File: config.mk
export PLATFORM = sky130hd
export DESIGN_NAME = dac_sample_scheduler
export DESIGN_NICKNAME = d
export VERILOG_FILES = /design/src/rtl/dac_sample_scheduler.sv
export SDC_FILE = /design/constraint.sdc
export NUM_CORES = 1
export LEC_CHECK = 0
export CAP_MARGIN = 20
export CELL_PAD_IN_SITES_DETAIL_PLACEMENT = 1
export CELL_PAD_IN_SITES_GLOBAL_PLACEMENT = 1
export CORE_MARGIN = 2
export CORE_UTILIZATION = 38
export DETAILED_ROUTE_END_ITERATION = 12
export GPL_ROUTABILITY_DRIVEN = 0
export PLACE_DENSITY_LB_ADDON = 0.1
export REMOVE_ABC_BUFFERS = 1
export SYNTH_ARGS = -nofsm -noshare
export SYNTH_HDL_FRONTEND = slang
export SYNTH_SLANG_ARGS = --single-unit
File: constraint.sdc
create_clock -name mclk -period 2.4 [get_ports mclk]
set_input_delay 0.6 -clock mclk [delete_from_list [all_inputs] [get_ports mclk]]
set_output_delay 0.6 -clock mclk [all_outputs]
set_load 0.01 [all_outputs]
File: src/rtl/dac_sample_scheduler.sv
// Round-robin sample scheduler feeding one SPI DAC driver. Each source owns a
// one-entry slot; the next sample is pre-loaded after every DAC handshake.

module dac_sample_slot #(
  parameter int DATA_W = 16
) (
  input  logic              mclk,
  input  logic              rst,
  input  logic              flush,
  input  logic              wr,
  input  logic              take,
  input  logic [DATA_W-1:0] wdata,
  output logic              full,
  output logic [DATA_W-1:0] data
);
  always_ff @(posedge mclk) begin
    if (rst || flush) full <= 1'b0;
    else if (wr)      full <= 1'b1;
    else if (take)    full <= 1'b0;
  end

  always_ff @(posedge mclk) begin
    if (wr) data <= wdata;
  end
endmodule

module dac_sample_scheduler #(
  parameter int                NUM_SRC   = 4,
  parameter int                DATA_W    = 16,
  parameter logic [DATA_W-1:0] IDLE_CODE = DATA_W'(16'h8000),
  localparam int               IDX_W     = $clog2(NUM_SRC)
) (
  input  logic                      mclk,
  input  logic                      rst,
  input  logic                      en,
  input  logic [NUM_SRC-1:0]        src_mask,
  input  logic [NUM_SRC-1:0]        s_valid,
  output logic [NUM_SRC-1:0]        s_ready,
  input  logic [NUM_SRC*DATA_W-1:0] s_data,
  output logic                      dac_valid,
  output logic [DATA_W-1:0]         dac_data,
  input  logic                      dac_ready,
  output logic [IDX_W-1:0]          dac_src,
  output logic                      underrun,
  output logic [15:0]               underrun_cnt
);
  localparam logic [IDX_W:0]   NSRC = (IDX_W+1)'(NUM_SRC);
  localparam logic [IDX_W-1:0] LAST = IDX_W'(NUM_SRC - 1);

  typedef enum logic [1:0] {IDLE, ARB, HOLD} state_t;

  state_t                         state, state_nxt;
  logic [NUM_SRC-1:0]             slot_full, elig, wr, take;
  logic [NUM_SRC-1:0][DATA_W-1:0] slot_data, s_data_v;
  logic [IDX_W-1:0]               rr_ptr, gnt_idx, rr_nxt;
  logic [IDX_W:0]                 j;
  logic                           hit, primed, flush, und_evt;

  assign s_data_v = s_data;
  assign s_ready  = {NUM_SRC{en && (state != IDLE)}} & src_mask & ~slot_full;
  assign wr       = s_valid & s_ready;
  assign elig     = slot_full & src_mask;
  assign flush    = (state_nxt == IDLE);

  for (genvar i = 0; i < NUM_SRC; i++) begin : g_slot
    dac_sample_slot #(.DATA_W(DATA_W)) u_slot (
      .mclk  (mclk),
      .rst   (rst),
      .flush (flush),
      .wr    (wr[i]),
      .take  (take[i]),
      .wdata (s_data_v[i]),
      .full  (slot_full[i]),
      .data  (slot_data[i])
    );
  end

  // First eligible slot at or after rr_ptr, wrapping modulo NUM_SRC.
  always_comb begin
    hit     = 1'b0;
    gnt_idx = rr_ptr;
    j       = '0;
    for (int k = 0; k < NUM_SRC; k++) begin
      j = {1'b0, rr_ptr} + (IDX_W+1)'(k);
      if (j >= NSRC) j = j - NSRC;
      if (!hit && elig[j[IDX_W-1:0]]) begin
        hit     = 1'b1;
        gnt_idx = j[IDX_W-1:0];
      end
    end
  end

  assign rr_nxt  = (gnt_idx == LAST) ? '0 : gnt_idx + IDX_W'(1);
  assign und_evt = (state == ARB) && !hit && primed;

  always_comb begin
    take = '0;
    if (state == ARB && hit) take[gnt_idx] = 1'b1;
  end

  always_comb begin
    state_nxt = state;
    unique case (state)
      IDLE:    if (en) state_nxt = ARB;
      ARB:     state_nxt = en ? HOLD : IDLE;
      HOLD:    if (!en) state_nxt = IDLE;
               else if (dac_ready) state_nxt = ARB;
      default: state_nxt = IDLE;
    endcase
  end

  always_ff @(posedge mclk) begin
    if (rst) begin
      state     <= IDLE;
      dac_valid <= 1'b0;
      dac_data  <= IDLE_CODE;
      dac_src   <= '0;
      rr_ptr    <= '0;
      primed    <= 1'b0;
      underrun  <= 1'b0;
    end else begin
      state     <= state_nxt;
      dac_valid <= (state_nxt == HOLD);
      underrun  <= und_evt;
      // Entering or staying in IDLE overrides whatever ARB loaded this cycle.
      if (state_nxt == IDLE) begin
        dac_data <= IDLE_CODE;
        dac_src  <= '0;
        rr_ptr   <= '0;
        primed   <= 1'b0;
      end else if (state == ARB) begin
        primed <= 1'b1;
        if (hit) begin
          dac_data <= slot_data[gnt_idx];
          dac_src  <= gnt_idx;
          rr_ptr   <= rr_nxt;
        end
      end
    end
  end

  always_ff @(posedge mclk) begin
    if (rst) underrun_cnt <= '0;
    else if (und_evt && underrun_cnt != 16'hFFFF) underrun_cnt <= underrun_cnt + 16'd1;
  end
endmodule

Yosys cells after proc, flatten, opt, wreduce, memory -nomap -nowiden
Index checks and enable logic that the tools add are counted.
- word-level logic and storage cells: 107
- bits of input ports: 76
- output and inout bits: 40
- flip-flop bits (word level): 109
- eq/ne operators: 5
- reduce and logical (&&, ||, !) cells: 23
- mux-type cells: 39
- bitwise logic cells: 5
- magnitude comparators: 10
- add/sub/neg operators: 9
- operators with widths (operator ; number):
    $bmux W16 S2 ; 1
    $mux W2 ; 13
    $mux W1 ; 17
    $add A16 B1 Y16 const B ; 1
    $and A4 B4 Y4 ; 4
    $mux W16 ; 1
    $ne A16 B16 Y1 const B ; 1
    $lt A2 B3 Y1 const B ; 5
    $reduce_bool A2 Y1 ; 5
    $ge A3 B3 Y1 const B ; 3
    $logic_and A1 B1 Y1 ; 9
    $bmux W1 S2 ; 4
    $sub A2 B1 Y2 const B ; 4
    $add A2 B2 Y3 const B ; 2
    $eq A2 B2 Y1 const B ; 3
    $pmux W2 S3 ; 1
    $logic_not A1 Y1 ; 4
    $logic_not A2 Y1 ; 2
    $mux W4 ; 1
    $not A4 Y4 ; 1
    $add A2 B1 Y3 const B ; 1
    $ge A2 B3 Y1 const B ; 1
    $add A2 B1 Y2 const B ; 1
    $demux W1 S2 ; 1
    5 further kinds ; 5

Depth between registers and ports, before layout
- word-level depth: 21
- depth in mapped cells: 9

Hierarchy
From an unflattened synthesis, not the netlist that was laid out.
- cell total of the unflattened synthesis: 329
- area, all modules: 4324.1 µm²
- by module, submodules not included (module ; sequential area each (µm²) ; area each (µm²) ; cells each ; times used):
    dac_sample_scheduler ; 820.8 ; 2222.1 ; 249 ; 1
    dac_sample_slot ; 500.5 ; 525.5 ; 20 ; 4

Worst setup path after synthesis
No wires, ideal clock.
- kind: input to register
- from: input port src_mask[0]
- to: register dac_data[11]
- arrival time: 1.929 ns
- buffers on the path: 1
- path slack: 0.338 ns
- stages on the path: 6
- setup time: 0.133 ns
- cells stage by stage: and3b_1 -> a311o_1 -> a21o_2 -> buf_6 -> a2111oi_0 -> nor3_1
- word-level cells in the longest chain between the ends: 15
- elaborated cells between the ends (all ways): 26
- those cells by class: mux: 18; bitwise: 1; reduce/logical: 7
- RTL lines (what ; RTL line ; source):
    start: declaration ; 36 ; input logic [NUM_SRC-1:0] src_mask,
    $and A4 B4 Y4 * ; 62 ; assign elig = slot_full & src_mask;
    $bmux W1 S2 ; 86 ; if (!hit && elig[j[IDX_W-1:0]]) begin
    $mux W1 (implied by the code) ; 86 ;
    $mux W1 ; 86 ;
    $logic_not A1 Y1 ; 86 ;
    $logic_and A1 B1 Y1 ; 86 ;
    $mux W1 ; 86 ;
    $logic_not A1 Y1 ; 86 ;
    $logic_and A1 B1 Y1 ; 86 ;
    $mux W1 ; 86 ;
    $logic_not A1 Y1 ; 86 ;
    $logic_and A1 B1 Y1 ; 86 ;
    $mux W2 ; 86 ;
    $bmux W16 S2 ; 134 ; dac_data <= slot_data[gnt_idx];
    $mux W16 (implied by the code) ; 134 ;
    end signal: assignment ; 134 ;
    end: declaration ; 41 ; output logic [DATA_W-1:0] dac_data,
Mark *: on every way between the ends. The rest lies on a longest branch, timed or not. The select of a mux whose other input is x is not followed.
A chain may end at the register's enable or synchronous reset.

Worst setup path after layout
- from: input port en
- to: output port s_ready[0]
- word-level cells in the longest chain between the ends: 3
- RTL lines (what ; RTL line ; source):
    start: declaration ; 35 ; input logic en,
    $logic_and A1 B1 Y1 ; 60 ; assign s_ready = {NUM_SRC{en && (state != IDLE)}} & src_mask & ~slot_full;
    $and A4 B4 Y4 (2 in series) ; 60 ;
    end: declaration ; 38 ; output logic [NUM_SRC-1:0] s_ready,
Every way passes these cells.

==> results_dict.tcl <==
set metrics [dict create \
    rsz0062_at_grt "false" \
    synthSimpleGateAreaFrac_pct 13.8 \
    critical_path.endpoint_type "primary output" \
    synth_top_area_cell "edfxtp_1" \
    relSlewSlack_pct 69.6 \
    yosysTopAreaCellShare_pct 42.2 \
    synth_flop_cell "edfxtp_1" \
    rows 39 \
    cts.path.max_buffers 2 \
    drc 0 \
    syn2layout_area_growth_pct 44.4 \
    path_buf_inv 3 \
    antennaDiodeCount 0 \
    drv_cap 0 \
    clockRootBuffer "clkbuf_16" \
    cp.arrival_ps 1590 \
    avgSynthCellArea_um2 11.6 \
    synth_xor_xnor_area_share_pct 0.770 \
    synth_top_family_by_area "compound AO/OA/AOI/OAI gates" \
    yosysUniqueCellTypes 47 \
    antenna_left 0 \
    cpMostUsedCell "dlygate4sd2_1" \
    r2r_cells 6 \
    io_pins 116 \
    p_leak_uw 0.00244 \
    ir_drop_mv 0.468 \
    die_w_um 113 \
    via_count 3770 \
    dr.pass1.iters 4 \
    finish.utilization_pct 56.8 \
    cts_buffers 9 \
    tightestPinTransition_ps 444 \
    synth-seq-cells 109 \
    antenna_found_initial 0 \
    final-hold-violation-count 0 \
    whs_path_depth 2 \
    worstPathRequired_ps 1800 \
    combPwrFrac_pct 6.0 \
    min_period_over_period_pct 91.3 \
    switchingPower_uw 805 \
    hold_path_end "dac_src[0]" \
    slowest_stage "dlygate4sd2_1" \
    cts.clk_slew.worst_paths_ps 70 \
    core_mm2 0.0116 \
    vias_per_cell 5.50 \
    clock.fmax_mhz 457 \
    crit_fanout 4 \
    grt.overflow.total 0 \
    wl_per_cell_um 19.0 \
    setup_viol 0 \
    fillers 1199 \
    drtIter0Drc 177 \
    clkLatencyLatePin_ps 360 \
    synth_warnings 0 \
    yosys-top-cells-area "edfxtp_1 42%, dfxtp_1 20%, a2111oi_0 4.2%, a211oi_1 3.8%, nor2_1 2.5%" \
    r2r_slack_ps 320 \
    synth_compound_area_share_pct 15.5 \
    min_from "dac_src[0]" \
    outcome "completed" \
    r2r_end "dac_data[3]" \
    h-tree-depth 3 \
    intPower_uw 2930 \
    drive_gt1_share_pct 13.3 \
    first_global_vias 4096 \
    cts_tree "yes" \
    dp_hpwl_um 8960 \
    synth_edf_count 64 \
    dpl.cell_count 669 \
    finClkSkew_ps 5.70 \
    path_class "in -> out" \
    grtUsageTotal_pct 21.1 \
    grt_pass1_wl_um 21000 \
    power_density_mw_per_mm2 568 \
    synth_adder_area_share_pct 0.550 \
    port-buffer-count 115 \
    maxSlewViolCount 0 \
    path_cells "dlygate4sd2_1, o21ai_4, nor3b_2, buf_4, dlygate4sd2_1" \
    die_area_mm2 0.0129 \
    syn_inst 391 \
    p_clk_share_pct 40.4 \
    fin_setup_tns_ps 0 \
    syn-cell-area_mm2 0.00455 \
    finalNonFillerCells 685 \
    crit_start "en" \
    grt_max_degree 23 \
    synth.area.mux_share_pct 3.16 \
    cpLargestDelayFamily "buffers and inverters" \
    place_worst_setup_slack_ps -449 \
    fin_nets 615 \
    p_sw_share_pct 21.6 \
    power_uw 3730 \
    share_seq_of_total_power_pct 53.7 \
    async_flop_share_pct 0 \
    post_cts.repair.setup_buffers 0 \
    hold_class "reg -> reg" \
    setup_slack_ps 210 \
    cp-start-kind "primary input" \
    routed_wl_um 13000 \
    yosysSeqAreaShare_pct 62.0 \
    cts.sinks 109 \
    period_minus_slack_ps 2190 \
    slowest_delay_ps 270 \
    rr_startpoint "rr_ptr[0]" \
    die_y_um 113 \
    start_util_pct 39.3 \
]
per-layer routing:
| metal | track usage [%] | part of all wire [%] |
|---|---|---|
| met1 | 25.6 | 44 |
| met2 | 36.9 | 50 |
| met3 | 4.46 | 3.9 |
| met4 | 8.54 | 2.0 |
| met5 | 0 | 0 |
worst reg2reg max path, delay by kind of cell, from the launching register on:
family | cells | cell delay [ps]
compound gates | 3 | 1040
buf+inv | 1 | 160
flops | 1 | 440
simple gates | 2 | 320
power by group through the flow:
| stage | clock network [µW] | registers, µW | logic (µW) |
|---|---|---|---|
| after detailed placement | 0 | 2050 | 221 |
| after CTS | 1550 | 2000 | 224 |
| after global routing | 1610 | 2010 | 239 |
| final | 1510 | 2000 | 223 |
| after global placement | 0 | 2040 | 218 |
| after floorplan | 0 | 2040 | 39.6 |
synthesized netlist by cell type, drive strengths merged (2+ instances only):
| library cell | count |
|---|---|
| a2111oi | 22 |
| a211oi | 23 |
| a21o | 2 |
| a21oi | 19 |
| a221oi | 2 |
| a22o | 2 |
| a22oi | 2 |
| and2 | 5 |
| and3 | 13 |
| and3b | 2 |
| buf | 6 |
| clkbuf | 12 |
| dfxtp | 45 |
| edfxtp | 64 |
| ha | 2 |
| inv | 26 |
| mux2 | 3 |
| mux2i | 11 |
| nand2 | 18 |
| nand2b | 3 |
| nand3 | 7 |
| nand4 | 6 |
| nor2 | 30 |
| nor2b | 5 |
| nor3 | 16 |
| nor3b | 4 |
| nor4 | 2 |
| o21ai | 10 |
| o221ai | 4 |
| o31ai | 4 |
| or3 | 4 |
| or4 | 4 |
| xnor2 | 3 |
cell usage in the layout, fill, tap and decap left out, types with 3 or more instances in the layout:
master	n
dfxtp_1	43
dlygate4sd2_1	6
nand3_1	7
buf_12	9
o31ai_1	4
clkdlybuf4s50_1	106
dlymetal6s2s_1	3
edfxtp_1	64
or4_1	4
and2_1	5
nor2b_1	5
xnor2_1	3
mux2_2	3
and3_1	13
mux2i_1	11
nand4_1	6
buf_4	29
or3_1	4
a2111oi_2	4
clkbuf_16	10
inv_1	26
o21ai_0	8
o221ai_1	4
nor3_1	16
a2111oi_1	6
nor2_1	30
a21oi_1	18
nor3b_2	3
a211oi_1	23
nand2_1	18
nand2b_1	3
a2111oi_0	12
state kept, by name, summed over array words and instances (netlist names):
register and count:
dac_data 16, primed 1, underrun 1, g_slot.u_slot.full 4, rr_ptr 2, dac_src 2
g_slot.u_slot.data 64, dac_valid 1, underrun_cnt 16, state 2
cells by family (layout without fill, tap and decap cells):
| family | Yosys count | in the layout |
|---|---|---|
| compound gates | 97 | 97 |
| xor+xnor | 4 | 4 |
| fa+ha+maj | 2 | 2 |
| buf+inv | 44 | 195 |
| flops | 109 | 109 |
| mux | 14 | 14 |
| simple gates | 121 | 121 |
worst max path at each step:
stage	cells after the start	to	slack, ps
final	5	s_ready[0]	210
after global routing	5	s_ready[0]	150
after CTS	4	s_ready[0]	10
after detailed placement	5	s_ready[0]	-450
after global placement	5	s_ready[2]	-430
after floorplan	7	rr_ptr[1]	-530
metrics by stage:
stage | area, µm² | hold slack (ps)
2_1_floorplan | 4460 | 433
3_3_place_gp | 6200 | 453
3_5_place_dp | 6200 | 460
4_1_cts | 6530 | 473
5_1_grt | 6570 | 498
6_report | 6570 | 468
final cells by class:
type	instances	area, µm²	share of cell area, %
multi-input combinational	238	1620	24.6
inverter	26	97.6	1.49
clock buffer	11	254	3.87
tap	143	179	2.72
sequential	109	2830	43.0
clock inverter	5	47.5	0.724
timing repair buffer	153	1550	23.6
what timing repair did:
item                       CTS  global route
pin swaps                    0             0
resized for setup           17            16
hold buffers                 0             0
setup endpoints to repair    5            13
(Power assumes the default switching activity.)
